`src/rtl/sal_refresh_scheduler.sv`:
```
`default_nettype none
// ============================================================================
//  Module   : sal_refresh_scheduler
//  Purpose  : Per-rank DDR2 auto-refresh scheduler. Counts tREFI per rank,
//             accumulates postponed refresh debt, raises opportunistic or
//             urgent REF requests and holds the rank busy for tRFC after
//             each granted REF.
//  Ports    : clk, rst           - clock, asynchronous active-high reset
//             cfg_ref_en         - refresh enable
//             cfg_trefi/cfg_trfc - refresh interval / refresh cycle time
//             rank_idle_i        - per-rank "no pending traffic"
//             ref_gnt_i          - per-rank REF issued pulse
//             ref_req_o          - per-rank refresh request
//             ref_urgent_o       - per-rank urgent refresh
//             rank_busy_o        - per-rank tRFC window active
//             debt_o             - per-rank debt, rank r at [4r+3:4r]
//             err_overflow_o     - sticky: tick while debt saturated
//             err_grant_o        - sticky: grant without request
//  Revision : 1.0 - initial release
// ============================================================================
module sal_refresh_scheduler #(
    parameter int NUM_RANK     = 2,
    parameter int TREFI_W      = 16,
    parameter int TRFC_W       = 8,
    parameter int MAX_POSTPONE = 8,
    parameter int URGENT_THR   = 6
) (
    input  logic                  clk,
    input  logic                  rst,
    input  logic                  cfg_ref_en,
    input  logic [TREFI_W-1:0]    cfg_trefi,
    input  logic [TRFC_W-1:0]     cfg_trfc,
    input  logic [NUM_RANK-1:0]   rank_idle_i,
    input  logic [NUM_RANK-1:0]   ref_gnt_i,
    output logic [NUM_RANK-1:0]   ref_req_o,
    output logic [NUM_RANK-1:0]   ref_urgent_o,
    output logic [NUM_RANK-1:0]   rank_busy_o,
    output logic [NUM_RANK*4-1:0] debt_o,
    output logic                  err_overflow_o,
    output logic                  err_grant_o
);

    localparam int         c_RANK_SH = $clog2(NUM_RANK);
    localparam logic [3:0] c_MAXP    = 4'(MAX_POSTPONE);
    localparam logic [3:0] c_URGENT  = 4'(URGENT_THR);

    typedef enum logic [1:0] {
        ST_DISABLED = 2'd0,
        ST_COUNT    = 2'd1,
        ST_RFC      = 2'd2
    } state_t;

    // Effective timing values: tREFI floors at 2, tRFC floors at 1.
    logic [TREFI_W-1:0]  w_trefi_eff;
    logic [TREFI_W-1:0]  w_trefi_m1;
    logic [TRFC_W-1:0]   w_trfc_m1;
    logic [NUM_RANK-1:0] w_ovf_evt;
    logic [NUM_RANK-1:0] w_gnt_err;

    assign w_trefi_eff = (cfg_trefi < TREFI_W'(2)) ? TREFI_W'(2) : cfg_trefi;
    assign w_trefi_m1  = w_trefi_eff - TREFI_W'(1);
    assign w_trfc_m1   = (cfg_trfc == '0) ? '0 : cfg_trfc - TRFC_W'(1);

    for (genvar r = 0; r < NUM_RANK; r++) begin : g_rank
        localparam logic [TREFI_W-1:0] c_RIDX = TREFI_W'(r);

        state_t              r_state, w_state_nxt;
        logic [TREFI_W-1:0]  r_refi_cnt, w_refi_nxt;
        logic [TRFC_W-1:0]   r_rfc_cnt, w_rfc_nxt;
        logic [3:0]          r_debt, w_debt_nxt;
        logic                w_tick, w_gnt_ok, w_urgent, w_req;

        assign w_urgent = (r_state == ST_COUNT) && (r_debt >= c_URGENT);
        assign w_req    = (r_state == ST_COUNT) && (r_debt != 4'd0) &&
                          (rank_idle_i[r] || w_urgent);
        assign w_tick   = (r_state != ST_DISABLED) && (r_refi_cnt == '0);
        assign w_gnt_ok = ref_gnt_i[r] && w_req;

        assign w_gnt_err[r] = ref_gnt_i[r] && !w_req;
        assign w_ovf_evt[r] = w_tick && (r_debt == c_MAXP);

        assign ref_req_o[r]       = w_req;
        assign ref_urgent_o[r]    = w_urgent;
        assign rank_busy_o[r]     = (r_state == ST_RFC);
        assign debt_o[4*r +: 4]   = r_debt;

        always_ff @(posedge clk or posedge rst) begin
            if (rst) begin
                r_state    <= ST_DISABLED;
                r_refi_cnt <= '0;
                r_rfc_cnt  <= '0;
                r_debt     <= 4'd0;
            end else begin
                r_state    <= w_state_nxt;
                r_refi_cnt <= w_refi_nxt;
                r_rfc_cnt  <= w_rfc_nxt;
                r_debt     <= w_debt_nxt;
            end
        end

        always_comb begin
            w_state_nxt = r_state;
            w_refi_nxt  = r_refi_cnt;
            w_rfc_nxt   = r_rfc_cnt;
            w_debt_nxt  = r_debt;

            // The tREFI counter keeps running through tRFC so that debt
            // accounting is not disturbed by refresh timing.
            if (r_state != ST_DISABLED) begin
                w_refi_nxt = w_tick ? w_trefi_m1 : r_refi_cnt - TREFI_W'(1);
                // Tick and grant together cancel; saturate at the limit.
                if (w_tick && !w_gnt_ok && (r_debt != c_MAXP)) begin
                    w_debt_nxt = r_debt + 4'd1;
                end else if (!w_tick && w_gnt_ok) begin
                    w_debt_nxt = r_debt - 4'd1;
                end
            end

            case (r_state)
                ST_DISABLED: begin
                    if (cfg_ref_en) begin
                        w_state_nxt = ST_COUNT;
                        // Stagger ranks across the interval.
                        w_refi_nxt  = w_trefi_m1 - c_RIDX * (w_trefi_eff >> c_RANK_SH);
                    end
                end
                ST_COUNT: begin
                    // A grant already issued on the bus must be honoured
                    // even if refresh is being disabled in the same cycle.
                    if (w_gnt_ok) begin
                        w_state_nxt = ST_RFC;
                        w_rfc_nxt   = w_trfc_m1;
                    end else if (!cfg_ref_en) begin
                        w_state_nxt = ST_DISABLED;
                        w_refi_nxt  = '0;
                        w_debt_nxt  = 4'd0;
                    end
                end
                ST_RFC: begin
                    if (r_rfc_cnt == '0) begin
                        if (cfg_ref_en) begin
                            w_state_nxt = ST_COUNT;
                        end else begin
                            w_state_nxt = ST_DISABLED;
                            w_refi_nxt  = '0;
                            w_debt_nxt  = 4'd0;
                        end
                    end else begin
                        w_rfc_nxt = r_rfc_cnt - TRFC_W'(1);
                    end
                end
                default: begin
                    w_state_nxt = ST_DISABLED;
                    w_refi_nxt  = '0;
                    w_rfc_nxt   = '0;
                    w_debt_nxt  = 4'd0;
                end
            endcase
        end
    end

    logic r_err_overflow;
    logic r_err_grant;

    always_ff @(posedge clk or posedge rst) begin
        if (rst) begin
            r_err_overflow <= 1'b0;
            r_err_grant    <= 1'b0;
        end else begin
            r_err_overflow <= r_err_overflow | (|w_ovf_evt);
            r_err_grant    <= r_err_grant | (|w_gnt_err);
        end
    end

    assign err_overflow_o = r_err_overflow;
    assign err_grant_o    = r_err_grant;

endmodule
`default_nettype wire

```
`config.mk`:
```
export PLATFORM = sky130hd
export DESIGN_NAME = sal_refresh_scheduler
export DESIGN_NICKNAME = d
export VERILOG_FILES = /design/src/rtl/sal_refresh_scheduler.sv
export SDC_FILE = /design/constraint.sdc
export NUM_CORES = 1
export LEC_CHECK = 0
export CORE_ASPECT_RATIO = 1.5
export CORE_UTILIZATION = 60
export CTS_CLUSTER_DIAMETER = 50
export DETAILED_ROUTE_END_ITERATION = 12
export PLACE_DENSITY_LB_ADDON = 0.2
export SLEW_MARGIN = 20
export SYNTH_ARGS = -nofsm -noshare
export SYNTH_HDL_FRONTEND = slang
export SYNTH_SLANG_ARGS = --single-unit
```
`constraint.sdc`:
```
create_clock -name clk -period 2.9 [get_ports clk]
set_input_delay 0.87 -clock clk [delete_from_list [all_inputs] [get_ports clk]]
set_output_delay 0.87 -clock clk [all_outputs]
set_load 0.01 [all_outputs]
```
==> summary.md, run 1 <==
| Metric | Value |
|---|---|
| Die Y-Extent | `roughly 120 um` |
| GR Util met1 | `0.446` |
| Number of antenna violations at the first check in global routing | `1` |
| Sum of buffers and inverters on the critical path | `1` |
| Synthesized flop and latch total | `62` |
| Synth async-reset ratio | `1.00` |
| Unique masters post-synth | `76` |
| Cell mode on critical path | `o21ai_0` |
| Mapped Nets | `840` |
| Detail Route Antenna Nets | `0` |
| Core Util, Final | `0.861` |
| Largest stage delay, worst path | `a little over 0.4 ns` |
| Multiplexer area fraction after synthesis | `0.0123` |
| Area share of xor/xnor cells in the synthesized design | `0.0415` |
| Worst path cell trace | `buf_6 -> or3_4 -> nor3_4 -> and3b_2 -> nand2b_4 -> ha_4 -> nand3_4 -> o21ai_0 -> o21ai_0 -> ha_1 -> a21oi_1 -> o221ai_1 -> o21bai_4 -> a221o_1 -> xor2_1 -> o22ai_1` |
| GR peak layer | `met2` |
| Compound-Gate Fraction of Synth Area | `0.290` |
| Clock Latency Late Sink | `0.35 ns` |
| Skew final | `0.00738 ns` |
| R2R cell count | `9` |
| R2r startpoint | `g_rank[1].r_refi_cnt[0]` |
| Drt wl/cell | `22.9 um` |
| Leak | `around 0.0037 uW` |
| Data arrival, critical path | `about 4.5 ns` |
| Die X-Extent | `approximately 83 um` |
| Hold/Removal Path Class | `register to register` |
| Share of layout cells above drive strength 1 | `0.276` |
| Hold Path Cell Cnt | `2` |
| Post-DP HPWL | `14600 um` |
| # setup viols final | `19` |
| Pwr Density | `793 nW/um2` |
| Synth warn | `0` |
| Slew Limit Fails | `0` |
| Crit end category | `register` |
| Placement Cell Area | `between 7000 and 8000 um2` |
| Routed vias | `7654` |
| Main flop type after synthesis | `dfrtp_1` |
| Delay-heaviest family, CP | `compound AO/OA/AOI/OAI gates` |
| Drt drc | `0` |
| Fin nets | `between 1000 and 1500` |
| Via density | `7.16` |
| Worst Path Max Fanout | `5` |
| Grt met3 use | `0.0623` |
| Largest family of logic cells by synthesized area | `compound AO/OA/AOI/OAI gates` |
| Worst Hold End | `err_grant_o` |
| FF-to-FF End | `g_rank[1].r_refi_cnt[10]` |
| Critical Path RT | `3.16 ns` |
| I/O Pins | `47` |
| CTS Buf Count | `9` |
| GR Overflow Total | `0` |
| CTS clk-pin slew, worst paths | `0.06 ns` |
| Mapped Area | `5910 um2` |
| Failing checks | `negative setup slack` |
| Final instance area | `8300 um2` |
| First-pass GRT wire length | `34500 um` |
| Final hold vios | `0` |
| Sequential area share after synthesis | `0.262` |
| Tot GR Track Use | `0.423` |
| Port Buffer Count | `46` |
| Slew @ Worst Pin | `1.07 ns` |
| Setup Total Neg Slack | `-14.71 ns` |
| Achievable clock frequency | `236 MHz` |
| Clk buf depth | `2` |
| Synth Area in Adders | `0.0796` |
| DR iter-0 viols | `1062` |
| Worst setup margin | `-1.34 ns` |
| GR Util met2 | `0.761` |
| Reg2reg setup slack | `0.13 ns` |
| Peak supply drop | `approximately 0.71 mV` |
| Number of global-route vias before repair | `between 7000 and 8000` |
| # diodes | `0` |
| Root buf cell | `clkbuf_16` |
| Outcome | `finished, violations left` |
| Row count | `44` |
| Area of the core | `9630 um2` |
| CTS Hold Buffers Added | `0` |
| Initial Util | `0.614` |
| Mapped Cells | `772` |
| CTS tree | `yes` |
| Max transition margin | `0.288` |
| Gpl congestion | `around 1.0` |
| First-pass DRT Iterations | `6` |
| Simple-Gate Fraction of Synth Area | `0.250` |
| Minimum clock period | `4.24 ns` |
| Total Wirelength | `24500 um` |
| Slowest-stage cell, CP | `or3_4` |
| Fin crit share | `1.46` |
| Num Clock Sinks | `62` |
| Setup CP Type | `primary input to register` |
| Largest net degree at the start of global routing | `47` |
| Synthesized area per cell | `7.66 um2` |
| Full die area | `slightly above 10000 um2` |
| Area Growth Syn to Fin | `40.3%` |
| Number of enable-type register cells in the synthesized netlist | `0` |
| HP Start | `err_grant_o` |
| RSZ-0062 raised after global routing | `true` |
| Total power | `6580 uW` |
| Number of H-tree levels | `3` |
| Startpoint types | `primary input` |
| Max Cap Viol | `0` |
worst register-to-register path: cells and delay by family (launching register included):
family / cells / cell delay, ns
simple gates: 4 / 1.29
compound gates: 2 / 0.52
flops: 1 / 0.43
fa+ha+maj: 1 / 0.21
mux: 1 / 0.15
buf+inv: 1 / 0.09
layout by cell type, fill, tap and decap left out, types with 28 or more instances in the layout:
cell,synthesis,layout
clkdlybuf4s50_1,0,28
nor3_1,58,52
a21oi_1,57,48
nor2_1,64,60
dfrtp_1,62,62
buf_4,6,136
o21ai_0,62,57
inv_1,54,51
ha_1,36,29
nand2_1,72,70
cells by family after synthesis:
family	after synthesis
buffers and inverters	86
multiplexers	7
XOR/XNOR	28
AND/OR/NAND/NOR	291
AO/OA/AOI/OAI	261
adder cells (fa/ha/maj)	37
flip-flops	62
registers in the layout, indices dropped and copies added, names as in the netlist:
name and count:
g_rank.r_refi_cnt 32, g_rank.r_rfc_cnt 16, g_rank.r_debt 8, g_rank.r_state 4, err_grant_o 1, err_overflow_o 1
per-layer routing:
metal | vias to the layer above | share of wire
met5 | - | 0
met4 | 0 | 0.097
met3 | 227 | 0.096
met2 | 640 | 0.48
met1 | 3559 | 0.33
li1 | 3228 | -
worst max-delay path by stage:
stage	start	to	slack (ns)	depth (start not counted)
after global routing	cfg_trefi[4]	g_rank[1].r_refi_cnt[15]	-1.43	16
after CTS	cfg_trefi[14]	g_rank[1].r_refi_cnt[15]	-1.04	16
after detailed placement	cfg_trefi[15]	g_rank[1].r_refi_cnt[15]	-1.79	16
after global placement	cfg_trefi[15]	g_rank[1].r_refi_cnt[15]	-1.65	16
after floorplan	cfg_trefi[12]	g_rank[1].r_refi_cnt[15]	-1.22	15
final	cfg_trefi[4]	g_rank[1].r_refi_cnt[15]	-1.34	16
Yosys cell counts (all sizes together), types with 12 or more instances:
library cell   n  area [um2]
nand2         72         270
nor2          64         240
dfrtp         62        1550
o21ai         62         310
nor3          59         307
a21oi         58         294
inv           54         203
ha            36         450
nand3         23         120
clkbuf        21         109
or3           16         100
o22ai         15        93.8
xor2          15         131
a211oi        14         105
xnor2         13         114
o211ai        12        90.1
metrics by stage:
| stage | hold slack [ns] | worst slack [ns] | cells |
|---|---|---|---|
| final | 0.529 | -1.34 | 1069 |
| after global routing | 0.548 | -1.43 | 1069 |
| after CTS | 0.521 | -1.04 | 1058 |
| after detailed placement | 0.481 | -1.79 | 1027 |
| after global placement | 0.474 | -1.65 | 1027 |
| after floorplan | 0.491 | -1.22 | 772 |
report_power, final:
part / total [uW] / internal, uW / switching [uW]
Combinational: 3820 / 1590 / 2230
Clock: 1190 / 755 / 440
Sequential: 1560 / 1160 / 402
Total: 6580 / 3510 / 3070
timing repair:
action                     CTS  global route
hold endpoints to repair     0             0
setup buffers               15            13
setup endpoints to repair   29            28
pin swaps                   33            32
gates resized for setup     82            62
area by class of cell:
type / instances / area (um2)
well taps: 115 / 144
flip-flops and latches: 62 / 1550
multi-input cells: 624 / 4410
clock buffers: 9 / 225
inverters: 54 / 203
fillers: 506 / 1340
clock inverters: 7 / 97.6
repair buffers: 198 / 1660
(Power assumes the default switching activity.)
==> inputs of run 2 (changes only) <==
- CORE_UTILIZATION: 60 -> 35
==> run 2 against run 1 <==
Compared with the run above: the run still ends with negative setup slack left; count of clock-buffer cells in the layout rose by 2; routed wire length is 20% lower; critical path depth stayed put; sequential power fell by 3%; total power shrank 6.4%; global-route usage shrank 19 points; non-clock buffer count is 4 lower; critical endpoint unchanged.
==> summary.md, run 2 (synthesis gave the netlist of run 1 again) <==
| Metric | Value |
|---|---|
| Outcome | `finished, violations left (unchanged)` |
| Failing checks | `negative setup slack (unchanged)` |
| Die X-Extent | `108 um (was 83.1 um)` |
| First-pass GRT wire length | `31700 um (was 34500 um)` |
| First-pass DRT Iterations | `6 (unchanged)` |
| Tot GR Track Use | `0.233 (was 0.423)` |
| Fin crit share | `1.36 (was 1.46)` |
| Clock power share | `0.178 (was 0.182)` |
| Number of global-route vias before repair | `6432 (was 7198)` |
| Total Wirelength | `19700 um (was 24500 um)` |
| Via density | `5.63 (was 7.16)` |
| Number of antenna violations at the first check in global routing | `0 (was 1)` |
| Share of layout cells above drive strength 1 | `0.262 (was 0.276)` |
| Full die area | `17400 um2 (was 10300 um2)` |
| Sequential share of power | `0.247 (was 0.237)` |
| Fin nets | `1013 (was 1017)` |
| Post-DP HPWL | `14900 um (was 14600 um)` |
| Slew Limit Fails | `0 (unchanged)` |
| Peak supply drop | `0.351 mV (was 0.711 mV)` |
| Fillers | `1573 (was 506)` |
| CTS tree | `yes (unchanged)` |
| Sum of buffers and inverters on the critical path | `1 (unchanged)` |
| Net Switching | `2740 uW (was 3070 uW)` |
| Crit end category | `register (unchanged)` |
| Data arrival, critical path | `4.20 ns (was 4.50 ns)` |
| Final hold vios | `0 (unchanged)` |
| Largest register by flop count | `g_rank.r_refi_cnt (unchanged)` |
| Setup CP Type | `primary input to register (unchanged)` |
| Sequential Area | `1550 um2 (unchanged)` |
| Commonest non-fill, non-tap cells in the layout | `136 x buf_4, 70 x nand2_1, 62 x dfrtp_1, 61 x nor2_1, 56 x o21ai_0 (was 136 x buf_4, 70 x nand2_1, 62 x dfrtp_1, 60 x nor2_1, 57 x o21ai_0)` |
| Clock Latency Late Sink | `0.34 ns (was 0.35 ns)` |
| # setup viols final | `18 (was 19)` |
| CTS Buf Count | `9 (unchanged)` |
| Die Y-Extent | `161 um (was 124 um)` |
| Port Buffer Count | `46 (unchanged)` |
| Slowest-stage cell, CP | `or3_4 (unchanged)` |
| Area of the core | `16300 um2 (was 9630 um2)` |
| Worst path cell trace | `buf_6 -> or3_4 -> nor3_4 -> and3b_2 -> nand2b_4 -> ha_4 -> nand3_4 -> or3_4 -> nor3_4 -> xnor2_2 -> ha_4 -> a21o_1 -> a21o_1 -> a221o_1 -> xor2_1 -> o22ai_1 (was buf_6 -> or3_4 -> nor3_4 -> and3b_2 -> nand2b_4 -> ha_4 -> nand3_4 -> o21ai_0 -> o21ai_0 -> ha_1 -> a21oi_1 -> o221ai_1 -> o21bai_4 -> a221o_1 -> xor2_1 -> o22ai_1)` |
| Max transition margin | `0.281 (was 0.288)` |
| Achievable clock frequency | `253 MHz (was 236 MHz)` |
| Total power | `6160 uW (was 6580 uW)` |
| Setup Total Neg Slack | `-12.47 ns (was -14.71 ns)` |
| Drt wl/cell | `17.1 um (was 22.9 um)` |
| Routed vias | `6502 (was 7654)` |
| Initial Util | `0.362 (was 0.614)` |
| Startpoint types | `primary input (unchanged)` |
| Leak | `0.00361 uW (was 0.00367 uW)` |
| Number of H-tree levels | `3 (unchanged)` |
| CTS clk-pin slew, worst paths | `0.06 ns (about the same)` |
| GR Overflow Total | `0 (unchanged)` |
| Clk buf depth | `2 (unchanged)` |
| Worst setup margin | `-1.04 ns (was -1.34 ns)` |
| Top Registers | `g_rank.r_refi_cnt: 32 flops, g_rank.r_rfc_cnt: 16 flops, g_rank.r_debt: 8 flops (unchanged)` |
| Worst Path Max Fanout | `4 (was 5)` |
| Gpl congestion | `0.906 (was 0.997)` |
| Critical Path RT | `3.15 ns (was 3.16 ns)` |
| Minimum clock period | `3.94 ns (was 4.24 ns)` |
| Delay-heaviest family, CP | `simple AND/OR/NAND/NOR gates (was compound AO/OA/AOI/OAI gates)` |
| Combinational Power Share | `0.575 (was 0.581)` |
| Largest net degree at the start of global routing | `54 (was 47)` |
| Flip-flop count of the largest register after layout | `32 (unchanged)` |
| DR iter-0 viols | `428 (was 1062)` |
| Reg2reg setup slack | `0.20 ns (was 0.13 ns)` |
| Most common cell after layout, fill and taps aside | `buf_4 (unchanged)` |
| Row count | `57 (was 44)` |
| Area Growth Syn to Fin | `39.7% (was 40.3%)` |
| Hold/Removal Path Class | `register to register (unchanged)` |
| Multi-input logic area | `4360 um2 (was 4410 um2)` |
| Drt drc | `0 (unchanged)` |
| RSZ-0062 raised after global routing | `true (unchanged)` |
| Place WS | `-1.82 ns (was -1.79 ns)` |
| Num Clock Sinks | `62 (unchanged)` |
| I/O Pins | `47 (unchanged)` |
| Root buf cell | `clkbuf_16 (unchanged)` |
| # diodes | `0 (unchanged)` |
| Internal power | `3420 uW (was 3510 uW)` |
| Slew @ Worst Pin | `1.08 ns (was 1.07 ns)` |
| Skew final | `0.00852 ns (was 0.00738 ns)` |
| Largest stage delay, worst path | `0.44 ns (was 0.41 ns)` |
| Pwr Density | `746 nW/um2 (was 793 nW/um2)` |
| Detail Route Antenna Nets | `0 (unchanged)` |
| Max Cap Viol | `0 (unchanged)` |
| Sw Ratio | `0.445 (was 0.467)` |
## run 2: cell types whose count changed in the layout (fill, tap and decap cells not counted), moves of 2 or more
cell             before  now
clkdlybuf4s50_1      28   32
buf_6                20   15
ha_1                 29   31
a21oi_2               8   10
a221oi_1              4    6
dlymetal6s2s_1        3    0
dlygate4sd2_1         2    5
or3_1                10   12
ha_4                  5    3
or3_4                 6    4
a221oi_2              3    1
## run 2: path summary, 6_finish.rpt
check,startpoint,to,cells past startpoint
worst min-delay path,err_grant_o,err_grant_o,2
worst max register to register,g_rank[1].r_rfc_cnt[0],g_rank[1].r_refi_cnt[13],12
worst min register to register,err_grant_o,err_grant_o,2
max in group asynchronous,rst,g_rank[1].r_refi_cnt[10],3
min in group asynchronous,rst,g_rank[1].r_rfc_cnt[3],2
worst max-delay path,cfg_trefi[13],g_rank[1].r_refi_cnt[15],16
## run 2: timing repair
action | 4_1_cts | 5_1_grt
gates resized for setup | 76 | 47
setup endpoints to repair | 29 | 27
hold buffers | 0 | 0
setup buffers | 9 | 8
pin swaps | 25 | 43
## run 2: power by group through the flow
stage,Clock (uW),Combinational (uW),Sequential [uW]
2_1_floorplan,0,2310,1430
3_3_place_gp,0,3310,1520
3_5_place_dp,0,3320,1520
4_1_cts,1110,3410,1510
5_1_grt,1160,3940,1570
6_report,1090,3540,1520
## run 2: worst register-to-register path, delay by kind of cell (launching register included)
| kind | cells | cell delay [ns] |
|---|---|---|
| buffers and inverters | 4 | 0.64 |
| and+or+nand+nor | 3 | 0.74 |
| adders and majority gates | 1 | 0.18 |
| AOI/OAI and AO/OA | 4 | 0.61 |
| DFF | 1 | 0.40 |
## run 2: metal layers
metal  vias to the layer above  track usage  routed length, um
met2                       164        0.422              10300
met1                      3057        0.261               7750
met3                        49       0.0258                650
li1                       3232            -                  -
met5                         -            0                  0
met4                         0        0.124                988
## run 2: final cells by class
cell class              count  share of cell area
multi-input cells         624               0.528
flip-flops and latches     62               0.188
repair buffers            194               0.194
clock buffers              11              0.0294
inverters                  54              0.0245
well taps                 206              0.0312
clock inverters             4             0.00576
## run 2: stage by stage
step / instances / utilization / instance area, um2 / hold WS (ns)
4_1_cts: 1152 / 0.492 / 8030 / 0.513
3_5_place_dp: 1130 / 0.464 / 7570 / 0.499
6_report: 1155 / 0.506 / 8260 / 0.505
2_1_floorplan: 772 / - / 5990 / 0.491
3_3_place_gp: 1130 / 0.464 / 7570 / 0.487
5_1_grt: 1155 / 0.506 / 8260 / 0.529
==> inputs of run 3 (changes only) <==
- CORE_MARGIN: default -> 10
==> run 3 against run 2 <==
Compared with the run above: the run still ends with negative setup slack left; core utilization down 0.50 points; setup slack better by 0.016 ns; sequential share of layout area fell by 0.22 points; via count grew 0.15%; global-route usage is 6.0 points lower; highest routed layer unchanged; routed wire length increased by 0.71%; clock power rose by 6%.
==> summary.md, run 3 (synthesis gave the netlist of run 1 again) <==
| Metric | Value |
|---|---|
| Detail Route Antenna Nets | `0 (unchanged)` |
| Row count | `58 (was 57)` |
| Grt met3 use | `0.0225 (was 0.0258)` |
| Clock power share | `0.184 (was 0.178)` |
| Root buf cell | `clkbuf_16 (unchanged)` |
| DR iter-0 viols | `443 (was 428)` |
| Largest net degree at the start of global routing | `49 (was 54)` |
| Data arrival, critical path | `4.18 ns (was 4.20 ns)` |
| Sequential share of power | `0.243 (was 0.247)` |
| R2R cell count | `11 (was 12)` |
| CTS tree | `yes (unchanged)` |
| Area of the core | `16700 um2 (was 16300 um2)` |
| Initial Util | `0.354 (was 0.362)` |
| Number of H-tree levels | `3 (unchanged)` |
| Via density | `5.57 (was 5.63)` |
| Net Switching | `2730 uW (was 2740 uW)` |
| Reg2reg setup slack | `0.26 ns (was 0.20 ns)` |
| CTS clk-pin slew, worst paths | `0.06 ns (about the same)` |
| Fin nets | `1024 (was 1013)` |
| Max Cap Viol | `0 (unchanged)` |
| Hold/Removal Path Class | `register to register (unchanged)` |
| GR Overflow Total | `0 (unchanged)` |
| FF-to-FF End | `g_rank[1].r_refi_cnt[13] (unchanged)` |
| Slowest-stage cell, CP | `or3_4 (unchanged)` |
| Port Buffer Count | `46 (unchanged)` |
| GR Util met1 | `0.191 (was 0.261)` |
| Clock Latency Late Sink | `0.34 ns (about the same)` |
| Worst setup margin | `-1.03 ns (was -1.04 ns)` |
| Number of antenna violations at the first check in global routing | `0 (unchanged)` |
| Commonest non-fill, non-tap cells in the layout | `147 x buf_4, 71 x nand2_1, 62 x dfrtp_1, 61 x nor2_1, 54 x o21ai_0 (was 136 x buf_4, 70 x nand2_1, 62 x dfrtp_1, 61 x nor2_1, 56 x o21ai_0)` |
| Peak supply drop | `0.414 mV (was 0.351 mV)` |
| Full die area | `22600 um2 (was 17400 um2)` |
| Flip-flop count of the largest register after layout | `32 (unchanged)` |
| Largest stage delay, worst path | `0.43 ns (was 0.44 ns)` |
| Placement Cell Area | `7630 um2 (was 7570 um2)` |
| Internal power | `3540 uW (was 3420 uW)` |
| Skew final | `0.00805 ns (was 0.00852 ns)` |
| Drt wl/cell | `17.0 um (was 17.1 um)` |
| Die X-Extent | `126 um (was 108 um)` |
| Outcome | `finished, violations left (unchanged)` |
| Critical Path RT | `3.15 ns (about the same)` |
| Drt drc | `0 (unchanged)` |
| GR peak layer | `met2 (unchanged)` |
| Startpoint types | `primary input (unchanged)` |
| Worst Path Max Fanout | `4 (unchanged)` |
| Crit end category | `register (unchanged)` |
| Number of global-route vias before repair | `6553 (was 6432)` |
| Multi-input logic area | `4360 um2 (about the same)` |
| Minimum clock period | `3.93 ns (was 3.94 ns)` |
| RSZ-0062 raised after global routing | `true (unchanged)` |
| Gpl congestion | `0.897 (was 0.906)` |
| Total Wirelength | `19800 um (was 19700 um)` |
| Max transition margin | `0.316 (was 0.281)` |
| Sequential Area | `1550 um2 (unchanged)` |
| Pwr Density | `751 nW/um2 (was 746 nW/um2)` |
| Area Growth Syn to Fin | `41.3% (was 39.7%)` |
| Num Clock Sinks | `62 (unchanged)` |
| Final instance area | `8360 um2 (was 8260 um2)` |
| Slew Limit Fails | `0 (unchanged)` |
| Die Y-Extent | `179 um (was 161 um)` |
| Tot GR Track Use | `0.173 (was 0.233)` |
| R2r startpoint | `g_rank[1].r_rfc_cnt[0] (unchanged)` |
| I/O Pins | `47 (unchanged)` |
| Fillers | `1626 (was 1573)` |
| Clk buf depth | `2 (unchanged)` |
| Final hold vios | `0 (unchanged)` |
| Post-DP HPWL | `15400 um (was 14900 um)` |
| Fin crit share | `1.35 (was 1.36)` |
| Failing checks | `negative setup slack (unchanged)` |
| First-pass GRT wire length | `32500 um (was 31700 um)` |
| Setup CP Type | `primary input to register (unchanged)` |
| # setup viols final | `17 (was 18)` |
| Largest register by flop count | `g_rank.r_refi_cnt (unchanged)` |
| Achievable clock frequency | `255 MHz (was 253 MHz)` |
| Most common cell after layout, fill and taps aside | `buf_4 (unchanged)` |
| Routed vias | `6512 (was 6502)` |
| Leak | `0.00365 uW (was 0.00361 uW)` |
| CP Launch Point | `cfg_trefi[15] (was cfg_trefi[13])` |
| GR Util met2 | `0.317 (was 0.422)` |
| Final Hold Slack | `0.512 ns (was 0.505 ns)` |
| CTS Hold Buffers Added | `0 (unchanged)` |
| Combinational Power Share | `0.573 (was 0.575)` |
| Slew @ Worst Pin | `1.03 ns (was 1.08 ns)` |
| Sw Ratio | `0.436 (was 0.445)` |
| Worst setup path end | `g_rank[1].r_refi_cnt[15] (unchanged)` |
| Top Registers | `g_rank.r_refi_cnt: 32 flops, g_rank.r_rfc_cnt: 16 flops, g_rank.r_debt: 8 flops (unchanged)` |
| # diodes | `0 (unchanged)` |
| Worst path cell trace | `buf_6 -> or3_4 -> nor3_4 -> and3b_2 -> nand2b_4 -> ha_4 -> nand3_4 -> or3_4 -> nor3_4 -> xnor2_2 -> ha_1 -> a21o_1 -> a21o_1 -> a221o_1 -> xor2_1 -> o22ai_1 (was buf_6 -> or3_4 -> nor3_4 -> and3b_2 -> nand2b_4 -> ha_4 -> nand3_4 -> or3_4 -> nor3_4 -> xnor2_2 -> ha_4 -> a21o_1 -> a21o_1 -> a221o_1 -> xor2_1 -> o22ai_1)` |
| CTS Buf Count | `9 (unchanged)` |
| First-pass DRT Iterations | `5 (was 6)` |
| Share of layout cells above drive strength 1 | `0.268 (was 0.262)` |
run 3: critical path, delay by kind of cell:
| kind | cells | cell delay (ns) |
|---|---|---|
| and+or+nand+nor | 7 | 1.64 |
| AOI/OAI and AO/OA | 4 | 0.85 |
| adders and majority gates | 2 | 0.50 |
| xor gates and xnor gates | 2 | 0.23 |
| buffers and inverters | 1 | 0.09 |
run 3: cell type report:
type	instances	share of cell area
well taps	210	0.0314
clock inverters	4	0.00869
inverters	54	0.0243
multi-input cells	624	0.522
flip-flops and latches	62	0.186
repair buffers	205	0.200
clock buffers	11	0.0279
run 3: worst min path at each step:
stage / start / to / cells past startpoint
3_5_place_dp: err_grant_o / err_grant_o / 2
3_3_place_gp: err_grant_o / err_grant_o / 2
6_report: err_grant_o / err_grant_o / 2
4_1_cts: err_grant_o / err_grant_o / 2
2_1_floorplan: g_rank[1].r_rfc_cnt[7] / g_rank[1].r_rfc_cnt[7] / 2
5_1_grt: err_grant_o / err_grant_o / 2
run 3: layer usage:
| metal | vias to the layer above | wire (um) |
|---|---|---|
| met5 | - | 0 |
| met4 | 0 | 722 |
| met3 | 33 | 580 |
| met2 | 133 | 10400 |
| met1 | 3090 | 8120 |
| li1 | 3256 | - |
run 3: what timing repair did:
action                     4_1_cts  5_1_grt
buffers inserted                10       10
resized for setup               74       49
setup endpoints to repair       30       25
pin swaps                       36       41
run 3: power groups by stage:
stage / Combinational (uW) / Clock, uW / Sequential [uW]
finish: 3590 / 1150 / 1520
global route: 4000 / 1210 / 1570
CTS: 3470 / 1170 / 1510
detailed placement: 3390 / 0 / 1520
global placement: 3380 / 0 / 1520
floorplan: 2310 / 0 / 1430
run 3: stage by stage:
| step | utilization | power, uW | setup WS (ns) | instances | setup TNS, ns |
|---|---|---|---|---|---|
| after global routing | 0.501 | 6780 | -1.19 | 1170 | -15.28 |
| final | 0.501 | 6270 | -1.03 | 1170 | -12.88 |
| after floorplan | - | 3750 | -1.22 | 772 | -11.79 |
| after global placement | 0.457 | 4900 | -1.72 | 1141 | -29.93 |
| after CTS | 0.485 | 6160 | -1.11 | 1164 | -12.59 |
| after detailed placement | 0.457 | 4910 | -1.83 | 1141 | -31.19 |
